## config.mk

```make
export PLATFORM = sky130hd
export DESIGN_NAME = mod_instruction_fetch_ctrl
export DESIGN_NICKNAME = d
export VERILOG_FILES = /design/src/rtl/mod_instruction_fetch_ctrl_pkg.sv /design/src/rtl/mod_instruction_fetch_ctrl.sv
export SDC_FILE = /design/constraint.sdc
export NUM_CORES = 1
export LEC_CHECK = 0
export BUFFER_PORTS_ARGS = -buffer_cell sky130_fd_sc_hd__buf_2
export CAP_MARGIN = 20
export CORE_MARGIN = 5
export CORE_UTILIZATION = 45
export CTS_BUF_LIST = sky130_fd_sc_hd__clkbuf_4
export DETAILED_ROUTE_END_ITERATION = 12
export PLACE_DENSITY_LB_ADDON = 0.05
export SYNTH_ARGS = -nofsm -noshare
export SYNTH_HDL_FRONTEND = slang
export SYNTH_SLANG_ARGS = --single-unit
export TNS_END_PERCENT = 50
```

## constraint.sdc

```tcl
create_clock -name clk -period 2.15 [get_ports clk]
set_input_delay 0.215 -clock clk [delete_from_list [all_inputs] [get_ports clk]]
set_output_delay 0.215 -clock clk [all_outputs]
set_load 0.01 [all_outputs]
```

## src/rtl/mod_instruction_fetch_ctrl_pkg.sv

```systemverilog
// Shared fetch-sequencer definitions: state encodings and default widths,
// imported by fetch, decode and hazard logic alike.
package mod_instruction_fetch_ctrl_pkg;

  localparam int ADDR_W_DEF  = 30;
  localparam int INSTR_W_DEF = 32;
  localparam int CNT_W_DEF   = 16;

  typedef enum logic [1:0] {
    ST_IDLE  = 2'd0,
    ST_FETCH = 2'd1,
    ST_HALT  = 2'd2
  } fetch_state_t;

endpackage

```

## src/rtl/mod_instruction_fetch_ctrl.sv

```systemverilog
// Instruction-fetch sequencer: owns the pc, addresses the ROM and holds one
// fetched instruction in a valid/ready output register toward decode.
module mod_instruction_fetch_ctrl
  import mod_instruction_fetch_ctrl_pkg::*;
#(
  parameter int                ADDR_W   = ADDR_W_DEF,
  parameter int                INSTR_W  = INSTR_W_DEF,
  parameter logic [ADDR_W-1:0] RESET_PC = '0,
  parameter int                CNT_W    = CNT_W_DEF
) (
  input  logic               clk,
  input  logic               reset,
  input  logic               start,
  output logic [ADDR_W-1:0]  rom_address,
  input  logic [INSTR_W-1:0] rom_instruction,
  input  logic               rom_mem_end,
  input  logic               redirect_valid,
  input  logic [ADDR_W-1:0]  redirect_addr,
  output logic               if_valid,
  input  logic               if_ready,
  output logic [INSTR_W-1:0] if_instruction,
  output logic [ADDR_W-1:0]  if_pc,
  output logic               halted,
  output logic [CNT_W-1:0]   fetch_count
);

  fetch_state_t       state, state_nxt;
  logic [ADDR_W-1:0]  pc, pc_nxt;
  logic               vld_nxt;
  logic [INSTR_W-1:0] instr_nxt;
  logic [ADDR_W-1:0]  if_pc_nxt;
  logic [CNT_W-1:0]   cnt_nxt;
  logic               free;

  assign free        = !if_valid || if_ready;
  assign rom_address = pc;
  assign halted      = (state == ST_HALT);

  always_ff @(posedge clk) begin
    if (reset) begin
      state          <= ST_IDLE;
      pc             <= RESET_PC;
      if_valid       <= 1'b0;
      if_instruction <= '0;
      if_pc          <= '0;
      fetch_count    <= '0;
    end else begin
      state          <= state_nxt;
      pc             <= pc_nxt;
      if_valid       <= vld_nxt;
      if_instruction <= instr_nxt;
      if_pc          <= if_pc_nxt;
      fetch_count    <= cnt_nxt;
    end
  end

  always_comb begin
    state_nxt = state;
    pc_nxt    = pc;
    vld_nxt   = if_valid;
    instr_nxt = if_instruction;
    if_pc_nxt = if_pc;
    cnt_nxt   = fetch_count;
    case (state)
      ST_IDLE: begin
        if (start) begin
          state_nxt = ST_FETCH;
          pc_nxt    = RESET_PC;
        end
      end
      ST_FETCH: begin
        // Redirect wins over everything: the fetched word at pc is wrong-path.
        if (redirect_valid) begin
          pc_nxt  = redirect_addr;
          vld_nxt = 1'b0;
        end else if (free && rom_mem_end) begin
          state_nxt = ST_HALT;
          vld_nxt   = 1'b0;
        end else if (free) begin
          instr_nxt = rom_instruction;
          if_pc_nxt = pc;
          vld_nxt   = 1'b1;
          pc_nxt    = pc + ADDR_W'(1);
          if (fetch_count != '1) cnt_nxt = fetch_count + CNT_W'(1);
        end
      end
      ST_HALT: begin
        // A branch in the last drained instruction may restart fetch.
        if (redirect_valid) begin
          pc_nxt    = redirect_addr;
          vld_nxt   = 1'b0;
          state_nxt = ST_FETCH;
        end else if (if_valid && if_ready) begin
          vld_nxt = 1'b0;
        end
      end
      default: state_nxt = ST_IDLE;
    endcase
  end

endmodule
```

==> impl_metrics.xml <==
<?xml version="1.0" encoding="UTF-8"?>
<metrics>
  <group name="critical_path">
    <metric name="setup.worst_path.end_class" unit="">flip-flop</metric>
    <metric name="max_stage_delay_cell_worst_path" unit="">dfxtp_2</metric>
    <metric name="worstSetupStartpointType" unit="">flip-flop</metric>
    <metric name="largest_driver_fanout_on_the_critical_path" unit="">10</metric>
    <metric name="crit_required" unit="ns">2.53</metric>
    <metric name="crit_path_max_incr_delay" unit="ns">0.39</metric>
    <metric name="arrival" unit="ns">2.45</metric>
    <metric name="timing.setup.critical_path_class" unit="">flip-flop to flip-flop</metric>
    <metric name="path_cells" unit="">inv_1, ha_1, nor2b_1, o21a_1, or2_2, buf_4, a31o_2, a32o_1</metric>
  </group>
  <group name="cts">
    <metric name="ctsLongestPathBuffers" unit="">2</metric>
    <metric name="cts_root_buf" unit="">clkbuf_4</metric>
    <metric name="numCtsBuffers" unit="">9</metric>
    <metric name="htreeDepth" unit="">3</metric>
    <metric name="tritoncts" unit="">done</metric>
    <metric name="worst_skew_pair.late_latency" unit="ns">0.49</metric>
    <metric name="cts.sink_count" unit="">111</metric>
    <metric name="worst_setup_hold_path_clk_slew" unit="ns">0.17</metric>
  </group>
  <group name="timing">
    <metric name="worstMarginPinSlew" unit="ns">0.823</metric>
    <metric name="finalSetupViolations" unit="">0</metric>
    <metric name="maxClockFrequency" unit="MHz">483</metric>
    <metric name="fin_skew" unit="ns">0.0200</metric>
    <metric name="hold_viol" unit="">0</metric>
    <metric name="maxSlewViolCount" unit="">0</metric>
    <metric name="period_minus_slack" unit="ns">2.07</metric>
    <metric name="max-slew-margin-rel" unit="%">45.2</metric>
    <metric name="period_share" unit="%">96.2</metric>
    <metric name="setup_repair_after_global_routing_missed_its_margin" unit="">true</metric>
  </group>
  <group name="synth">
    <metric name="synth_area_per_cell" unit="µm²">7.98</metric>
    <metric name="synth.cell_area" unit="mm²">0.00511</metric>
    <metric name="ys_top_cells_by_count" unit="">nand2_1, dfxtp_1, a21oi_1</metric>
    <metric name="xor_and_xnor_fraction_of_the_mapped_netlist_area" unit="%">3.77</metric>
    <metric name="post_synth_and_or_nand_nor_area_fraction" unit="%">26.4</metric>
    <metric name="syn-num-nets" unit="">715</metric>
    <metric name="synth.yosys.seq_area_share" unit="%">43.5</metric>
    <metric name="synthMostInstantiatedCell" unit="">nand2_1</metric>
    <metric name="synth.area.top_cells" unit="">dfxtp_1, nand2_1, a21oi_1</metric>
    <metric name="synth-main-ff-cell" unit="">dfxtp_1</metric>
    <metric name="synthDistinctLibCells" unit="">57</metric>
    <metric name="asyncSetResetFlopFracSynth" unit="%">0</metric>
    <metric name="synth.mux.area_fraction" unit="%">3.18</metric>
    <metric name="dominant_combinational_cell_family_by_area_after_synthesis" unit="">simple AND/OR/NAND/NOR gates</metric>
    <metric name="synth_edf_count" unit="">0</metric>
    <metric name="yosys_register_bits" unit="">111</metric>
    <metric name="synth-warning-count" unit="">0</metric>
    <metric name="syn_inst" unit="">641</metric>
    <metric name="synth_top_cell_by_area" unit="">dfxtp_1</metric>
    <metric name="synth-adder-area-share" unit="%">1.47</metric>
    <metric name="yosys.area.top_type_share" unit="%">43.5</metric>
    <metric name="synth_compound_area_share" unit="%">17.4</metric>
  </group>
  <group name="placement">
    <metric name="post-place-cells" unit="">968</metric>
    <metric name="gp_congestion" unit="">0.891</metric>
    <metric name="dp_hpwl" unit="µm">11800</metric>
    <metric name="port_buffers" unit="">177</metric>
  </group>
  <group name="route">
    <metric name="drt_drc_violations_left" unit="">0</metric>
    <metric name="vias_after_detailed_routing" unit="">5544</metric>
    <metric name="drt_first_pass_iters" unit="">6</metric>
    <metric name="drt_first_iter_violations" unit="">303</metric>
    <metric name="post_drt_via_cell_ratio" unit="">5.45</metric>
    <metric name="detail_route.wirelength" unit="µm">16500</metric>
    <metric name="route.detailed.wl_per_inst" unit="µm">16.2</metric>
    <metric name="final_antenna_net_count" unit="">0</metric>
  </group>
  <group name="die">
    <metric name="io_pins" unit="">178</metric>
    <metric name="dieHeight" unit="µm">117</metric>
    <metric name="die-width" unit="µm">117</metric>
    <metric name="design.die.area" unit="mm²">0.0136</metric>
    <metric name="std_cell_rows" unit="">39</metric>
    <metric name="fp.coreArea" unit="mm²">0.0113</metric>
    <metric name="initial_core_util" unit="%">45.4</metric>
  </group>
  <group name="global_routing">
    <metric name="grt_first_pass_wirelength" unit="µm">26300</metric>
    <metric name="grt_overflow" unit="">0</metric>
    <metric name="grt_start_max_net_pins" unit="">81</metric>
    <metric name="grt_use_total" unit="%">24.3</metric>
    <metric name="antenna_violations_before_repair" unit="">0</metric>
    <metric name="first_global_vias" unit="">5425</metric>
  </group>
  <group name="hold_path">
    <metric name="hold_path_class" unit="">input port to flip-flop</metric>
  </group>
  <group name="pwr">
    <metric name="totalPowerFinal" unit="mW">4.18</metric>
    <metric name="power.combinational.fraction" unit="%">22.2</metric>
    <metric name="internal_power" unit="mW">2.91</metric>
    <metric name="total_leakage_power" unit="nW">2.99</metric>
    <metric name="power.switching" unit="mW">1.27</metric>
    <metric name="p_per_area" unit="mW/mm²">599</metric>
    <metric name="ir_worst_vdd" unit="V">0.000330</metric>
    <metric name="netSwitchingFraction" unit="%">30.5</metric>
    <metric name="sequentialPowerShare" unit="%">51.7</metric>
    <metric name="power_frac_clock" unit="%">26.1</metric>
  </group>
  <group name="final_layout">
    <metric name="share_of_post_route_cells_with_drive_strength_above_1" unit="%">32.0</metric>
    <metric name="layout_overhead_on_the_synthesized_area" unit="%">36.4</metric>
    <metric name="final_cells" unit="">1018</metric>
    <metric name="nets" unit="">943</metric>
    <metric name="post-route-util" unit="%">61.9</metric>
  </group>
  <group name="flow_run">
    <metric name="max_cap_violations" unit="">0</metric>
  </group>
  <group name="run_status">
    <metric name="status" unit="">finished clean</metric>
  </group>
</metrics>
==> placed cells by master, fill, tap and decap left out, types with 3 or more instances in the layout <==
master and count:
and4_1 5, and2_1 3, o22ai_1 16, o2bb2ai_1 5, o21a_1 4, ha_1 5
clkbuf_4 12, buf_4 54, nand4_1 10, o31ai_1 4, or2_2 4, xnor2_1 18
nor3_1 15, dlygate4sd3_1 33, a21oi_1 68, dfxtp_2 4, a211oi_1 3, a211o_1 4
nand3_1 18, xor2_1 4, mux2i_1 14, buf_2 176, a32o_1 6, nor4_1 13
nor2b_1 5, dfxtp_1 105, o21ai_0 7, and3_1 16, a22oi_1 6, inv_1 9
nor2_1 32, nand2_1 148
==> routing by layer <==
layer  global-route usage, %  wire, µm
met1                    29.0      6690
met2                    41.5      8120
met3                    6.17      1320
met4                    10.0       403
met5                       0         0
==> stage by stage <==
stage / area (µm²) / setup slack (ns) / hold WS [ns] / TNS (ns)
after floorplan: 5160 / -0.0400 / 0.351 / -0.0636
after global placement: 6470 / 0.121 / 0.439 / 0
after detailed placement: 6470 / 0.0556 / 0.443 / 0
after CTS: 6950 / 0.0200 / 0.00859 / 0
after global routing: 6970 / -0.0548 / 0.0178 / -0.153
final: 6970 / 0.0814 / 0.0273 / 0
==> layout make-up <==
type                       count  area (µm²)
fill                        1032        4300
multi-input combinational    473        2740
sequential                   111        2230
timing repair buffer         264        1640
tap                          143         179
clock buffer                  12        90.1
clock inverter                 4        53.8
inverter                      10        37.5
antenna                        1        2.50
==> logic make-up after synthesis <==
family                   count (synthesis)
flip-flops                             111
multiplexers                            16
AO/OA/AOI/OAI                          140
adder cells (fa/ha/maj)                  6
buffers and inverters                   57
AND/OR/NAND/NOR                        289
XOR/XNOR                                22
==> worst max-delay path, delay by kind of cell, from the launching register on <==
kind / cells / cell delay, ns
AO/OA/AOI/OAI: 3 / 0.62
buffers and inverters: 2 / 0.26
adder cells (fa/ha/maj): 1 / 0.21
flip-flops: 1 / 0.39
AND/OR/NAND/NOR: 2 / 0.49
==> flip-flops by register name, summed over array words and instances (netlist names) <==
name            count
fetch_count        16
if_instruction     32
if_pc              30
if_valid            1
rom_address        30
state               2
==> worst paths after layout <==
path / slack (ns) / endpoint / from / cells after the start
setup / recovery: 0.08 / rom_address[14]$_SDFFE_PP0P_ / state[1]$_SDFFE_PP0P_ / 8
hold / removal: 0.03 / rom_address[20]$_SDFFE_PP0P_ / redirect_addr[20] / 3
setup reg to reg: 0.08 / rom_address[14]$_SDFFE_PP0P_ / state[1]$_SDFFE_PP0P_ / 8
hold reg to reg: 0.46 / if_pc[11]$_SDFFE_PP0P_ / if_pc[11]$_SDFFE_PP0P_ / 2
==> repair_timing <==
item,CTS,global route
endpoints found under the setup margin,0,24
setup buffers,0,0
hold endpoints to repair,33,0
gates resized for setup,0,9
hold buffers,33,0
==> power groups by stage <==
stage / Sequential [mW] / Clock [mW] / Combinational [mW]
floorplan: 2.23 / 0 / 0.460
global placement: 2.20 / 0 / 0.846
detailed placement: 2.20 / 0 / 0.863
CTS: 2.16 / 1.13 / 0.914
global route: 2.17 / 1.20 / 1.01
finish: 2.16 / 1.09 / 0.926
No activity file was read; power rests on OpenSTA's default activity.
